<file path="src/rtl/fir_decimator.sv">
// -----------------------------------------------------------------------------
// fir_decimator
//
// Downstream stage of fir_filter. Accumulates DECIM accepted input samples,
// then dumps the sum. The sum is arithmetic-right-shifted by SHIFT, optionally
// rounded, saturated to OUT_W bits, and held in a one-deep output register
// behind a valid/ready handshake.
//
// Build option:
//   FIR_DECIM_ROUND_EN  defined   -> round half up before the shift
//                       undefined -> truncate toward -inf (default)
//
// Parameters:
//   IN_W   width of the signed input sample (matches fir_filter y_out)
//   OUT_W  width of the signed output sample
//   DECIM  decimation ratio, 2..256
//   SHIFT  arithmetic right shift applied to the dumped sum, 0..IN_W
//
// Ports:
//   clk        rising-edge clock
//   rst        synchronous reset, active low
//   in_data    signed input sample
//   in_valid   in_data valid
//   in_ready   block can accept in_data this cycle
//   out_data   signed decimated sample
//   out_valid  out_data/out_sat valid
//   out_ready  consumer accepts out_data this cycle
//   out_sat    1 = out_data was clipped to the OUT_W range
// -----------------------------------------------------------------------------
module fir_decimator #(
  parameter int IN_W  = 16,
  parameter int OUT_W = 8,
  parameter int DECIM = 4,
  parameter int SHIFT = 2
) (
  input  logic                    clk,
  input  logic                    rst,
  input  logic signed [IN_W-1:0]  in_data,
  input  logic                    in_valid,
  output logic                    in_ready,
  output logic signed [OUT_W-1:0] out_data,
  output logic                    out_valid,
  input  logic                    out_ready,
  output logic                    out_sat
);

  // Accumulator is wide enough for DECIM full-scale samples of either sign.
  localparam int ACC_W = IN_W + $clog2(DECIM);
  localparam int PH_W  = $clog2(DECIM);

  localparam logic [PH_W-1:0] LAST_PHASE = PH_W'(DECIM - 1);

`ifdef FIR_DECIM_ROUND_EN
  localparam int RND_INT = (SHIFT > 0) ? (1 << (SHIFT - 1)) : 0;
`else
  localparam int RND_INT = 0;
`endif

  // Rounding and saturation are evaluated one bit wider than the accumulator
  // so adding the rounding constant can never wrap.
  localparam logic signed [ACC_W:0] RND     = (ACC_W + 1)'(RND_INT);
  localparam logic signed [ACC_W:0] SAT_MAX = (ACC_W + 1)'((1 << (OUT_W - 1)) - 1);
  localparam logic signed [ACC_W:0] SAT_MIN = (ACC_W + 1)'(-(1 << (OUT_W - 1)));

  localparam logic signed [OUT_W-1:0] OUT_MAX = {1'b0, {(OUT_W - 1){1'b1}}};
  localparam logic signed [OUT_W-1:0] OUT_MIN = {1'b1, {(OUT_W - 1){1'b0}}};

  // ---------------------------------------------------------------------------
  // State
  // ---------------------------------------------------------------------------
  logic signed [ACC_W-1:0] acc_q,       acc_d;
  logic        [PH_W-1:0]  phase_q,     phase_d;
  logic                    out_valid_q, out_valid_d;
  logic signed [OUT_W-1:0] out_data_q,  out_data_d;
  logic                    out_sat_q,   out_sat_d;

  // ---------------------------------------------------------------------------
  // Handshake decode
  // ---------------------------------------------------------------------------
  logic is_last;
  logic accept;
  logic dump;
  logic xfer;

  assign is_last = (phase_q == LAST_PHASE);

  // Only the dumping sample needs room in the output register; all other
  // samples go straight into the accumulator. A transfer in the same cycle
  // frees the register, so out_ready feeds in_ready combinationally.
  assign in_ready = !is_last || !out_valid_q || out_ready;
  assign accept   = in_valid && in_ready;
  assign dump     = accept && is_last;
  assign xfer     = out_valid_q && out_ready;

  // ---------------------------------------------------------------------------
  // Datapath: accumulate, scale, round, saturate
  // ---------------------------------------------------------------------------
  logic signed [ACC_W-1:0] in_sext;
  logic signed [ACC_W-1:0] sum;
  logic signed [ACC_W:0]   sum_ext;
  logic signed [ACC_W:0]   rounded;
  logic signed [ACC_W:0]   scaled;
  logic signed [OUT_W-1:0] sat_data;
  logic                    sat_flag;

  assign in_sext = {{(ACC_W - IN_W){in_data[IN_W-1]}}, in_data};
  assign sum     = acc_q + in_sext;
  assign sum_ext = {sum[ACC_W-1], sum};
  assign rounded = sum_ext + RND;
  assign scaled  = rounded >>> SHIFT;

  always_comb begin
    // NOTE: every output of a combinational block gets a value on every path
    // (defaults first), otherwise synthesis infers a latch.
    sat_data = scaled[OUT_W-1:0];
    sat_flag = 1'b0;
    if (scaled > SAT_MAX) begin
      sat_data = OUT_MAX;
      sat_flag = 1'b1;
    end else if (scaled < SAT_MIN) begin
      sat_data = OUT_MIN;
      sat_flag = 1'b1;
    end
  end

  // ---------------------------------------------------------------------------
  // Next-state logic
  // ---------------------------------------------------------------------------
  always_comb begin
    acc_d       = acc_q;
    phase_d     = phase_q;
    out_valid_d = out_valid_q;
    out_data_d  = out_data_q;
    out_sat_d   = out_sat_q;

    if (accept) begin
      if (is_last) begin
        acc_d   = '0;
        phase_d = '0;
      end else begin
        acc_d   = sum;
        phase_d = phase_q + PH_W'(1);
      end
    end

    // A dump in the same cycle as a transfer reloads the register and keeps
    // out_valid high, so back-to-back results stream without a bubble.
    if (dump) begin
      out_valid_d = 1'b1;
      out_data_d  = sat_data;
      out_sat_d   = sat_flag;
    end else if (xfer) begin
      out_valid_d = 1'b0;
    end
  end

  // ---------------------------------------------------------------------------
  // Registers
  // ---------------------------------------------------------------------------
  // NOTE: sequential state uses non-blocking assignments so every register
  // samples the pre-edge values regardless of statement order.
  always_ff @(posedge clk) begin
    if (!rst) begin
      // NOTE: the accumulator is datapath but is reset too: a reset in the
      // middle of a frame must discard the partial sum, not fold it into the
      // next one.
      acc_q       <= '0;
      phase_q     <= '0;
      out_valid_q <= 1'b0;
      out_data_q  <= '0;
      out_sat_q   <= 1'b0;
    end else begin
      acc_q       <= acc_d;
      phase_q     <= phase_d;
      out_valid_q <= out_valid_d;
      out_data_q  <= out_data_d;
      out_sat_q   <= out_sat_d;
    end
  end

  assign out_valid = out_valid_q;
  assign out_data  = out_data_q;
  assign out_sat   = out_sat_q;

endmodule
</file>
<file path="config.mk">
export PLATFORM = sky130hd
export DESIGN_NAME = fir_decimator
export DESIGN_NICKNAME = d
export VERILOG_FILES = /design/src/rtl/fir_decimator.sv
export SDC_FILE = /design/constraint.sdc
export NUM_CORES = 1
export LEC_CHECK = 0
export ABC_AREA = 1
export BUFFER_PORTS_ARGS = -buffer_cell sky130_fd_sc_hd__buf_2
export CAP_MARGIN = 20
export CELL_PAD_IN_SITES_DETAIL_PLACEMENT = 1
export CELL_PAD_IN_SITES_GLOBAL_PLACEMENT = 2
export CORE_MARGIN = 5
export CORE_UTILIZATION = 31
export DETAILED_ROUTE_END_ITERATION = 6
export PLACE_DENSITY_LB_ADDON = 0.1
export SETUP_SLACK_MARGIN = 0.3
export SYNTH_ARGS = -nofsm -noshare
export SYNTH_HDL_FRONTEND = slang
export SYNTH_SLANG_ARGS = --single-unit
</file>
<file path="constraint.sdc">
create_clock -name clk -period 2.5 [get_ports clk]
set_input_delay 0.375 -clock clk [delete_from_list [all_inputs] [get_ports clk]]
set_output_delay 0.375 -clock clk [all_outputs]
set_load 0.05 [all_outputs]
</file>
==> impl_results.md <==
* Status: finished clean
* Reg area at 603 µm²
* Via count at 2482
* Layout Cells excl Fill at 521
* Critical path cell sequence: ha_4 -> inv_2 -> fa_2 -> inv_2 -> nand2_2 -> nand2_2 -> nand3_2 -> nand2_4 -> nand2_2 -> nand2_1 -> nand2_1 -> nand2_2 -> nand2_2 -> nor2_2 -> nand3_2 -> a21oi_4 -> a21oi_1
* Die X at 96.0 µm
* CTS sink cnt at 30
* P&R area growth vs syn at 32.1%
* Max-Cap Viols at 0
* Fmax achieved at 444 MHz
* Share of cells above drive strength 1 at 0.284
* Largest net degree at the start of global routing at 21
* Iteration-0 DRC count of the detailed router at 51
* Initial Util at 0.318
* Avg Cell Area, Syn at 6.14 µm²
* Placed cell count at 502
* Syn_nets at 412
* Rows at 31
* Max Clock Skew at 0.00687 ns
* Leakage at 1.52 nW
* CP bufs+invs at 2
* CP arrival at 2.42 ns
* Hold_sp: rst
* Setup_tns at 0 ns
* Fin nets at 460
* Final ANT Viol Nets at 0
* Final Critical Period at 2.25 ns
* Period Utilization, post-route at 0.902
* Port bufs at 30
* Hold Path Class: input port to flip-flop
* Synth warn at 0
* DRT Pass-1 Iters at 4
* Worst Path Required at 2.67 ns
* Final RePlAce weighted congestion at 0.852
* Core box area at 7210 µm²
* Slew headroom at 0.306
* Primary FF master, synth: dfxtp_1
* Hpwl dp at 6070 µm
* Reg-to-Reg Start: acc_q[0]$_SDFFE_PN0P_
* H-tree levels at 2
* Max stage delay on crit path at 0.35 ns
* Synth Cell Area at 2290 µm²
* Peak VDD IR at 0.000235 V
* Overflow after GRT at 0
* Ys async rst share at 0
* Delay-heaviest family, CP: simple AND/OR/NAND/NOR gates
* Crit path from: acc_q[0]$_SDFFE_PN0P_
* Startpoint Class: flip-flop
* Antenna violations before repair at 0
* Clock slew at reported path FFs at 0.07 ns
* Area of the multi-input gates at 1720 µm²
* Post-Route WL at 7890 µm
* I/O Pins at 31
* Final setup fails at 0
* Count of unique library cells instantiated by Yosys at 26
* Die height at 96.0 µm
* DP Worst Slack at -0.0209 ns
* #FFs+latches synth at 30
* RSZ-0062 raised after global routing: yes
* Post-cts hold buffer count at 0
* Crit Path Max Fanout at 7
* Most used cell, CP: nand2_2
* Number of max-slew violations in the final report at 0
* Clk Latency, worst-skew pair at 0.29 ns
* Num CTS Buffers at 5
* Crit. End Element: flip-flop
* Worst Tran Pin Value at 1.04 ns
* Post-synth top area cell: dfxtp_1
* Largest cells by area after synthesis: dfxtp_1 26%, nand2_1 23%, ha_1 9.8%, inv_1 8.4%, a21oi_1 7.9%
* DIE AREA at 9210 µm²
* Number of fill cells at 996
* TritonCTS clock tree: done
* Remaining DRCs at 0
* First-pass GRT wire length at 12900 µm
* Avg WL per Cell at 15.1 µm
* Most frequent cell after synthesis: nand2_1
* Crit Path Category: flip-flop to flip-flop
* Most frequent cells after synthesis: 142 x nand2_1, 51 x inv_1, 36 x a21oi_1
* Pwr Density at 585 nW/µm²
* Post-synthesis sequential area ratio at 0.262
* EDFF count, synth at 0
* Number of global-route vias before repair at 2631
* Final Hold Viols at 0
* Vias per std cell at 4.76
* Area fraction of the dominant cell type after synthesis at 0.262
* CTS root buffer: clkbuf_8
* Final WS setup at 0.246 ns
* Max Root-Sink Buffers at 2
* CP max stage cell: dfxtp_2
* Mapped Cells at 373
* Ant. Diodes at 0
* GRT Overall Usage at 0.182
==> where the power goes <==
group	internal, W	switching (W)
clock network	0.000221	0.000208
logic	0.000309	0.000480
registers	0.000521	0.0000320
==> tightest hold or removal path, stage by stage <==
cell	delay, ns
buf_2	0.16
o21ai_0	0.09
inv_1	0.04
==> worst paths after layout <==
| check | endpoint | slack (ns) | depth (start not counted) |
|---|---|---|---|
| setup reg to reg | out_data[6]$_SDFFE_PN0P_ | 0.25 | 17 |
| hold reg to reg | acc_q[15]$_SDFFE_PN0P_ | 0.47 | 2 |
| hold / removal | out_valid$_SDFFE_PN0P_ | 0.42 | 3 |
| setup / recovery | out_data[6]$_SDFFE_PN0P_ | 0.25 | 17 |
==> layout make-up <==
type,instances,share of cell area
Clock buffer,6,0.0273
Clock inverter,2,0.00414
Inverter,51,0.0633
Multi-Input combinational cell,285,0.569
Sequential cell,30,0.199
Tap cell,99,0.0409
Timing Repair Buffer,48,0.0955
==> registers in the layout, indices dropped and copies added, names as in the netlist <==
signal,count
out_sat,1
out_valid,1
out_data,8
acc_q,18
phase_q,2
==> logic make-up (layout without fill, tap and decap cells) <==
family,after synthesis,in the layout,share of synthesized area
and+or+nand+nor,206,206,0.381
buffers and inverters,58,107,0.0961
AOI/OAI and AO/OA,52,52,0.123
DFF,30,30,0.262
adders and majority gates,19,19,0.107
xor gates and xnor gates,8,8,0.0306
==> metrics by stage <==
stage	instance area, µm²	utilization	hold WS (ns)	power, W
after floorplan	2290	-	0.443	0.00101
after global routing	3030	0.419	0.422	0.00192
final	3030	0.419	0.421	0.00177
after global placement	2590	0.359	0.452	0.00119
after detailed placement	2590	0.359	0.466	0.00120
after CTS	2870	0.398	0.413	0.00172
==> metal layers <==
| layer | part of all wire | vias up | track usage |
|---|---|---|---|
| li1 | - | 1275 | - |
| met1 | 0.46 | 1160 | 0.231 |
| met2 | 0.50 | 37 | 0.319 |
| met3 | 0.028 | 10 | 0.0305 |
| met4 | 0.014 | 0 | 0.0427 |
| met5 | 0 | - | 0 |
==> repair_timing <==
action | CTS | global route
setup buffers | 10 | 1
resized for setup | 27 | 29
endpoints found under the setup margin | 8 | 9
pin swaps | 12 | 12
==> placed cells by master, fill, tap and decap left out <==
master / instances
nand2_1: 129
inv_1: 49
buf_2: 30
dfxtp_1: 28
a21oi_1: 27
nor2_1: 18
nand3_1: 17
buf_4: 17
nand2_2: 14
o21ai_0: 11
a21oi_2: 10
ha_4: 9
nor2_2: 8
nand3_2: 6
clkbuf_8: 6
xor2_1: 5
nand4_1: 5
ha_1: 5
ha_2: 4
nand2_4: 3
inv_2: 2
xnor2_1: 2
a211oi_1: 2
nor3_2: 2
dfxtp_2: 2
or2_1: 1
xnor2_4: 1
and2_2: 1
and2_1: 1
nand3b_1: 1
a21oi_4: 1
o21a_1: 1
fa_2: 1
clkinv_2: 1
clkinvlp_4: 1
buf_6: 1
(Power assumes the default switching activity.)
